`config.mk`:
```
export PLATFORM = sky130hd
export DESIGN_NAME = data_mem_arbiter
export DESIGN_NICKNAME = d
export VERILOG_FILES = /design/src/rtl/data_mem_arbiter.sv
export SDC_FILE = /design/constraint.sdc
export NUM_CORES = 1
export LEC_CHECK = 0
export BUFFER_PORTS_ARGS = -buffer_cell sky130_fd_sc_hd__buf_2
export CAP_MARGIN = 20
export CORE_MARGIN = 5
export CORE_UTILIZATION = 54
export CTS_BUF_LIST = sky130_fd_sc_hd__clkbuf_8
export CTS_CLUSTER_SIZE = 20
export DETAILED_ROUTE_END_ITERATION = 16
export MAX_ROUTING_LAYER = met4
export PLACE_DENSITY_LB_ADDON = 0.12
export REMOVE_ABC_BUFFERS = 1
export SLEW_MARGIN = 5
export SYNTH_ARGS = -nofsm -noshare
export SYNTH_HDL_FRONTEND = slang
export SYNTH_SLANG_ARGS = --single-unit
```
`constraint.sdc`:
```
create_clock -name clk -period 4 [get_ports clk]
set_input_delay 0.2 -clock clk [delete_from_list [all_inputs] [get_ports clk]]
set_output_delay 0.2 -clock clk [all_outputs]
set_load 0.01 [all_outputs]
```
`src/rtl/data_mem_arbiter.sv`:
```
// data_mem_arbiter: shares one single-port data memory between the CPU and the loader,
// serialising accesses with round-robin arbitration and a one-cycle acknowledge.
module data_mem_arbiter #(
    parameter int ADDR_W = 8,
    parameter int DATA_W = 8,
    parameter int MEM_LATENCY = 1
) (
    input  logic              clk,
    input  logic              reset,
    input  logic              cpu_req,
    input  logic              cpu_we,
    input  logic [ADDR_W-1:0] cpu_addr,
    input  logic [DATA_W-1:0] cpu_wdata,
    output logic              cpu_ack,
    output logic [DATA_W-1:0] cpu_rdata,
    input  logic              ldr_req,
    input  logic              ldr_we,
    input  logic [ADDR_W-1:0] ldr_addr,
    input  logic [DATA_W-1:0] ldr_wdata,
    output logic              ldr_ack,
    output logic [DATA_W-1:0] ldr_rdata,
    output logic              mem_en,
    output logic              mem_we,
    output logic [ADDR_W-1:0] mem_addr,
    output logic [DATA_W-1:0] mem_wdata,
    input  logic [DATA_W-1:0] mem_rdata,
    output logic              busy,
    output logic              owner,
    output logic [7:0]        conflict_cnt
);
    typedef enum logic [1:0] {IDLE, ISSUE, WAIT, ACK} state_t;
    state_t state;
    logic [2:0] wait_cnt;
    logic lat_we;
    logic both;
    logic grant;
    assign both = cpu_req & ldr_req;
    // on a tie the port that did not own the previous grant wins
    assign grant = both ? ~owner : ldr_req;
    assign busy = state != IDLE;
    always_ff @(posedge clk or posedge reset) begin
        if (reset) begin
            state <= IDLE;
            wait_cnt <= '0;
            lat_we <= 1'b0;
            owner <= 1'b1;
            conflict_cnt <= '0;
            mem_en <= 1'b0;
            mem_we <= 1'b0;
            mem_addr <= '0;
            mem_wdata <= '0;
            cpu_ack <= 1'b0;
            ldr_ack <= 1'b0;
            cpu_rdata <= '0;
            ldr_rdata <= '0;
        end else begin
            mem_en <= 1'b0;
            mem_we <= 1'b0;
            cpu_ack <= 1'b0;
            ldr_ack <= 1'b0;
            case (state)
                IDLE: if (cpu_req | ldr_req) begin
                    state <= ISSUE;
                    owner <= grant;
                    lat_we <= grant ? ldr_we : cpu_we;
                    mem_en <= 1'b1;
                    mem_we <= grant ? ldr_we : cpu_we;
                    mem_addr <= grant ? ldr_addr : cpu_addr;
                    mem_wdata <= grant ? ldr_wdata : cpu_wdata;
                    if (both && conflict_cnt != 8'hFF) conflict_cnt <= conflict_cnt + 8'd1;
                end
                ISSUE: begin
                    state <= WAIT;
                    wait_cnt <= 3'(MEM_LATENCY - 1);
                end
                WAIT: if (wait_cnt == '0) begin
                    state <= ACK;
                    cpu_ack <= ~owner;
                    ldr_ack <= owner;
                    if (!lat_we && owner) ldr_rdata <= mem_rdata;
                    if (!lat_we && !owner) cpu_rdata <= mem_rdata;
                end else begin
                    wait_cnt <= wait_cnt - 3'd1;
                end
                ACK: state <= IDLE;
                default: state <= IDLE;
            endcase
        end
    end
endmodule

```
# --- Word-level counts from Yosys, hierarchy flattened ---
# Cells that the tools add are included.
word_totals:
  in_bits: 46
  output_inout_bits: 46
  word_cells: 57
  regBits: 51
classes:
  n_reduce_logical: 15
  n_eq_ne: 7
  n_bitwise: 3
  mux: 17
  add_sub_neg: 2
op_table:
  columns: ["op", "n"]
  rows:
  - ["8-bit two-way mux", 2]
  - ["1-bit two-way mux", 10]
  - ["3-bit AND reduction", 3]
  - ["8-bit by 1-bit adder with 8-bit output, second input constant", 1]
  - ["8-bit inequality test, second input constant", 1]
  - ["2-bit case mux with 4 select lines", 1]
  - ["2-bit inequality test, second input constant", 3]
  - ["3-bit case mux with 2 select lines", 1]
  - ["2-bit AND reduction", 3]
  - ["2-bit == test, second input constant", 2]
  - ["2-bit two-way mux", 2]
  - ["2-bit nonzero test", 2]
  - ["1-bit logical AND", 3]
  - ["3-bit logical NOT", 1]
  - ["3-bit two-way mux", 1]
  - ["3-bit by 1-bit subtractor with 3-bit output, second input constant", 1]
  - ["2-bit by 1-bit == test with 1-bit output, second input constant", 1]
  - ["1-bit logical NOT", 2]
  - ["2-bit logical NOT", 1]
  - ["1-bit AND", 1]
  - ["1-bit NOT", 1]
  - ["1-bit bitwise OR", 1]

# --- Longest topological paths before layout ---
logic_depth:
  depth_word: 5
  depth_mapped: 7

# --- Worst setup path before layout ---
# Ideal clock, no wire load.
synth_timing:
  path_type: "reg-to-reg"
  start: "reg state[0]"
  end: "reg conflict_cnt[7]"
  arrival_ns: 1.508
  path_stages_with_launch: 7
  path_slack_ns: 2.367
  period_less_slack_ns: 1.633
  setup_ns: 0.125
  n_path_buf: 0
  required_time_ns: 3.875
  cell_sequence: "dfrtp_1 > inv_1 > ha_1 > and3_4 > nand4_4 > nor3_2 > mux2_2"
synth_via:
  elab_chain_cells: 2
synth_rtl:
  columns: ["element", "line_no", "rtl"]
  rows:
  - ["start: declaration", "32", "state_t state;"]
  - ["start signal: assignment", "43", "state <= IDLE;"]
  - ["start signal: assignment", "63", "state <= ISSUE;"]
  - ["start signal: assignment", "73", "state <= WAIT;"]
  - ["2-bit logical NOT", "61", "case (state)"]
  - ["3-bit AND reduction (no line)", null, null]
  - ["end signal: assignment", "70", "if (both && conflict_cnt != 8'hFF) conflict_cnt <= conflict_cnt + 8'd1;"]
  - ["end: declaration", "29", "output logic [7:0] conflict_cnt"]
# No other way between the ends.
# A chain may end at the register's enable or synchronous reset.

# --- Final worst setup path ---
layout_timing:
  start: "reg wait_cnt[0]"
  end: "reg cpu_rdata[2]"
layout_via:
  elab_chain_cells: 2
layout_rtl:
  columns: ["element", "line_no", "rtl"]
  rows:
  - ["start: declaration", "33", "logic [2:0] wait_cnt;"]
  - ["start signal: assignment", "74", "wait_cnt <= 3'(MEM_LATENCY - 1);"]
  - ["start signal: assignment", "83", "wait_cnt <= wait_cnt - 3'd1;"]
  - ["3-bit logical NOT", "76", "WAIT: if (wait_cnt == '0) begin"]
  - ["3-bit AND reduction (no line)", null, null]
  - ["end signal: assignment", "81", "if (!lat_we && !owner) cpu_rdata <= mem_rdata;"]
  - ["end: declaration", "15", "output logic [DATA_W-1:0] cpu_rdata,"]
# No other way between the ends.

==> flow_metrics.py <==
metrics = {
    "clocking": {
        "cts.path.max_buffers": 2,
        "cts_buffers": 5,
        "cts_root_buf": "clkbuf_8",
        "cts.htree.levels": 2,
        "cts_tree": "done",
        "cts.clk_slew.worst_paths_ps": 90,
        "clock-sinks": 51,
        "worstSkewPairLatency_ps": 300,
    },
    "yosys": {
        "synth_cell_types": 35,
        "synth_area_leader_cell": "dfrtp_1",
        "avgSynthCellArea_um2": 11.9,
        "synth_area_leaders": "dfrtp_1 55%, mux2_2 9.4%, mux2i_1 7.5%",
        "yosysSeqAreaShare": 0.560,
        "yosys_register_bits": 51,
        "yosysWarnings": 0,
        "post_synth_inst_count": 191,
        "synth_area_mm2": 0.00228,
        "synth_top_area_share": 0.548,
    },
    "worst_setup_path": {
        "startpoint_type": "register",
        "cp.required_ps": 4190,
        "path_max_fanout": 8,
        "end_kind": "register",
        "arrival_ps": 2040,
        "critPathKind": "reg2reg",
    },
    "sta": {
        "maxSlewViolCount": 0,
        "period_minus_slack_ps": 1850,
        "grt_setup_unrepaired": "no",
        "hold_viol_final": 0,
        "skew_ps": 2.74,
        "slew_headroom": 0.536,
        "tightest_slew_ps": 691,
        "setup_viol": 0,
        "fmax_ghz": 0.540,
        "finalSetupTns_ps": 0,
        "finalCritPeriodShare": 0.463,
    },
    "final_layout": {
        "drive_above_1_share": 0.458,
        "num-nets-final": 339,
        "n_antenna_cell": 0,
        "num-fill-cells": 305,
        "final_common_cell": "buf_2",
        "final_cell_mix": "91 x buf_2, 50 x dfrtp_1, 27 x nand2_1",
        "area_growth_pct": 28.9,
        "final_area_mm2": 0.00294,
    },
    "die": {
        "die_h_um": 75.0,
        "io-pin-count": 92,
        "rows": 23,
        "die_width_um": 75.0,
        "die-area_mm2": 0.00563,
        "coreArea_mm2": 0.00406,
        "initial_core_util": 0.562,
    },
    "route": {
        "viasPerCell": 5.01,
        "wire_per_inst_um": 14.0,
        "drt_iter0_drc": 63,
        "drc": 0,
        "ant_nets": 0,
        "totalWireLength_mm": 4.73,
        "vias": 1692,
        "dr.pass1.iters": 4,
    },
    "grt": {
        "grt_pass1_wl_mm": 7.73,
        "grt_pass1_vias": 1711,
        "antenna_found_initial": 0,
        "busiest_layer": "met2",
        "track_usage": 0.186,
        "grt-ovfl-total": 0,
        "grtUsageMet2": 0.288,
        "use_met1": 0.240,
        "grt_max_degree": 52,
        "use_met3": 0.0401,
    },
    "placed_design": {
        "dp_hpwl_mm": 3.54,
        "port_buffers": 91,
        "place.gp.congestion": 0.859,
        "post_dp_cell_area_mm2": 0.00277,
    },
    "power": {
        "ir_drop_uv": 413,
        "p_total_mw": 2.10,
        "leakage_nw": 1.48,
        "power_density_mw_per_mm2": 715,
    },
    "flow_run": {
        "drv_cap": 0,
    },
    "hold_path": {
        "hp-class": "in2reg",
    },
    "outcome": {
        "status": "finished, final reports clean",
    },
}
==> routing by layer <==
metal  routed length [µm]  part of all wire
met5                    0                 0
met1                 2020              0.43
met3                  324             0.068
met2                 2320              0.49
met4                   59             0.012
==> worst max-delay path, cell delays in order, from the launching register on <==
cell	delay, ps
dfrtp_1	410
inv_1	70
ha_1	150
ha_1	210
nand2_1	150
nor3_4	370
mux2_2	390
==> cells in the mapped netlist (all sizes together) <==
| cell | n |
|---|---|
| dfrtp | 50 |
| nand4 | 2 |
| mux2 | 19 |
| nor3 | 2 |
| and3 | 2 |
| o22a | 1 |
| buf | 3 |
| o21bai | 1 |
| a41oi | 1 |
| inv | 9 |
| nand2 | 28 |
| and4 | 1 |
| nor2 | 6 |
| nand3 | 1 |
| clkbuf | 3 |
| dfstp | 1 |
| a21oi | 4 |
| o21ai | 24 |
| a21boi | 1 |
| xnor2 | 3 |
| ha | 6 |
| mux2i | 17 |
| nand2b | 1 |
| o31a | 1 |
| o31ai | 1 |
| a31oi | 2 |
| a21o | 1 |
==> area by class of cell <==
class / instances / area, µm² / area share
inverter: 9 / 33.8 / 0.0115
sequential: 51 / 1280 / 0.434
tap: 50 / 62.6 / 0.0213
clock inverter: 3 / 67.6 / 0.0230
clock buffer: 5 / 68.8 / 0.0234
timing repair buffer: 95 / 504 / 0.171
multi-input combinational: 125 / 928 / 0.315
==> metrics by stage <==
| step | utilization | setup WS [ps] | cells | hold slack (ps) |
|---|---|---|---|---|
| final | 0.725 | 2150 | 338 | 137 |
| after global routing | 0.725 | 2000 | 338 | 126 |
| after CTS | 0.715 | 2000 | 335 | 125 |
| after detailed placement | 0.681 | 2020 | 327 | 452 |
| after global placement | 0.681 | 2060 | 327 | 448 |
| after floorplan | - | 2210 | 185 | 270 |
==> flip-flops by register name, summed over array words and instances (netlist names) <==
name          flops
cpu_rdata         8
ldr_ack           1
wait_cnt          3
mem_we            1
mem_addr          8
conflict_cnt      8
cpu_ack           1
lat_we            1
mem_en            1
mem_wdata         8
owner             1
state             2
ldr_rdata         8
==> logic make-up after synthesis <==
logic type	count (synthesis)	synth area share
flops	51	0.560
simple gates	43	0.0970
compound gates	37	0.0970
mux	36	0.168
buf+inv	15	0.0334
fa+ha+maj	6	0.0329
xor+xnor	3	0.0115
==> repair_timing <==
| item | CTS | global route |
|---|---|---|
| buffers inserted | 0 | 0 |
| gates resized for setup | 0 | 0 |
| hold endpoints to repair | 0 | 19 |
| hold buffers | 0 | 1 |
==> report_power, final <==
| part | leakage [nW] | switching (mW) | internal (mW) |
|---|---|---|---|
| clock network | 0.0644 | 0.172 | 0.249 |
| logic | 0.787 | 0.431 | 0.379 |
| registers | 0.631 | 0.136 | 0.737 |
| total | 1.48 | 0.739 | 1.36 |
==> worst paths after layout <==
check / end / startpoint / slack, ps / cells after the start
worst max register to register: cpu_rdata[2]$_DFFE_PP0P_ / wait_cnt[0]$_DFFE_PP0P_ / 2150 / 6
worst max-delay path: cpu_rdata[2]$_DFFE_PP0P_ / wait_cnt[0]$_DFFE_PP0P_ / 2150 / 6
worst min-delay path: ldr_rdata[0]$_DFFE_PP0P_ / mem_rdata[0] / 140 / 2
worst min register to register: mem_addr[1]$_DFFE_PP0P_ / mem_addr[1]$_DFFE_PP0P_ / 480 / 2
min in group asynchronous: mem_addr[5]$_DFFE_PP0P_ / reset / 450 / 3
max in group asynchronous: owner$_DFFE_PP1P_ / reset / 2960 / 4
Power figures use the tool's default switching activity.
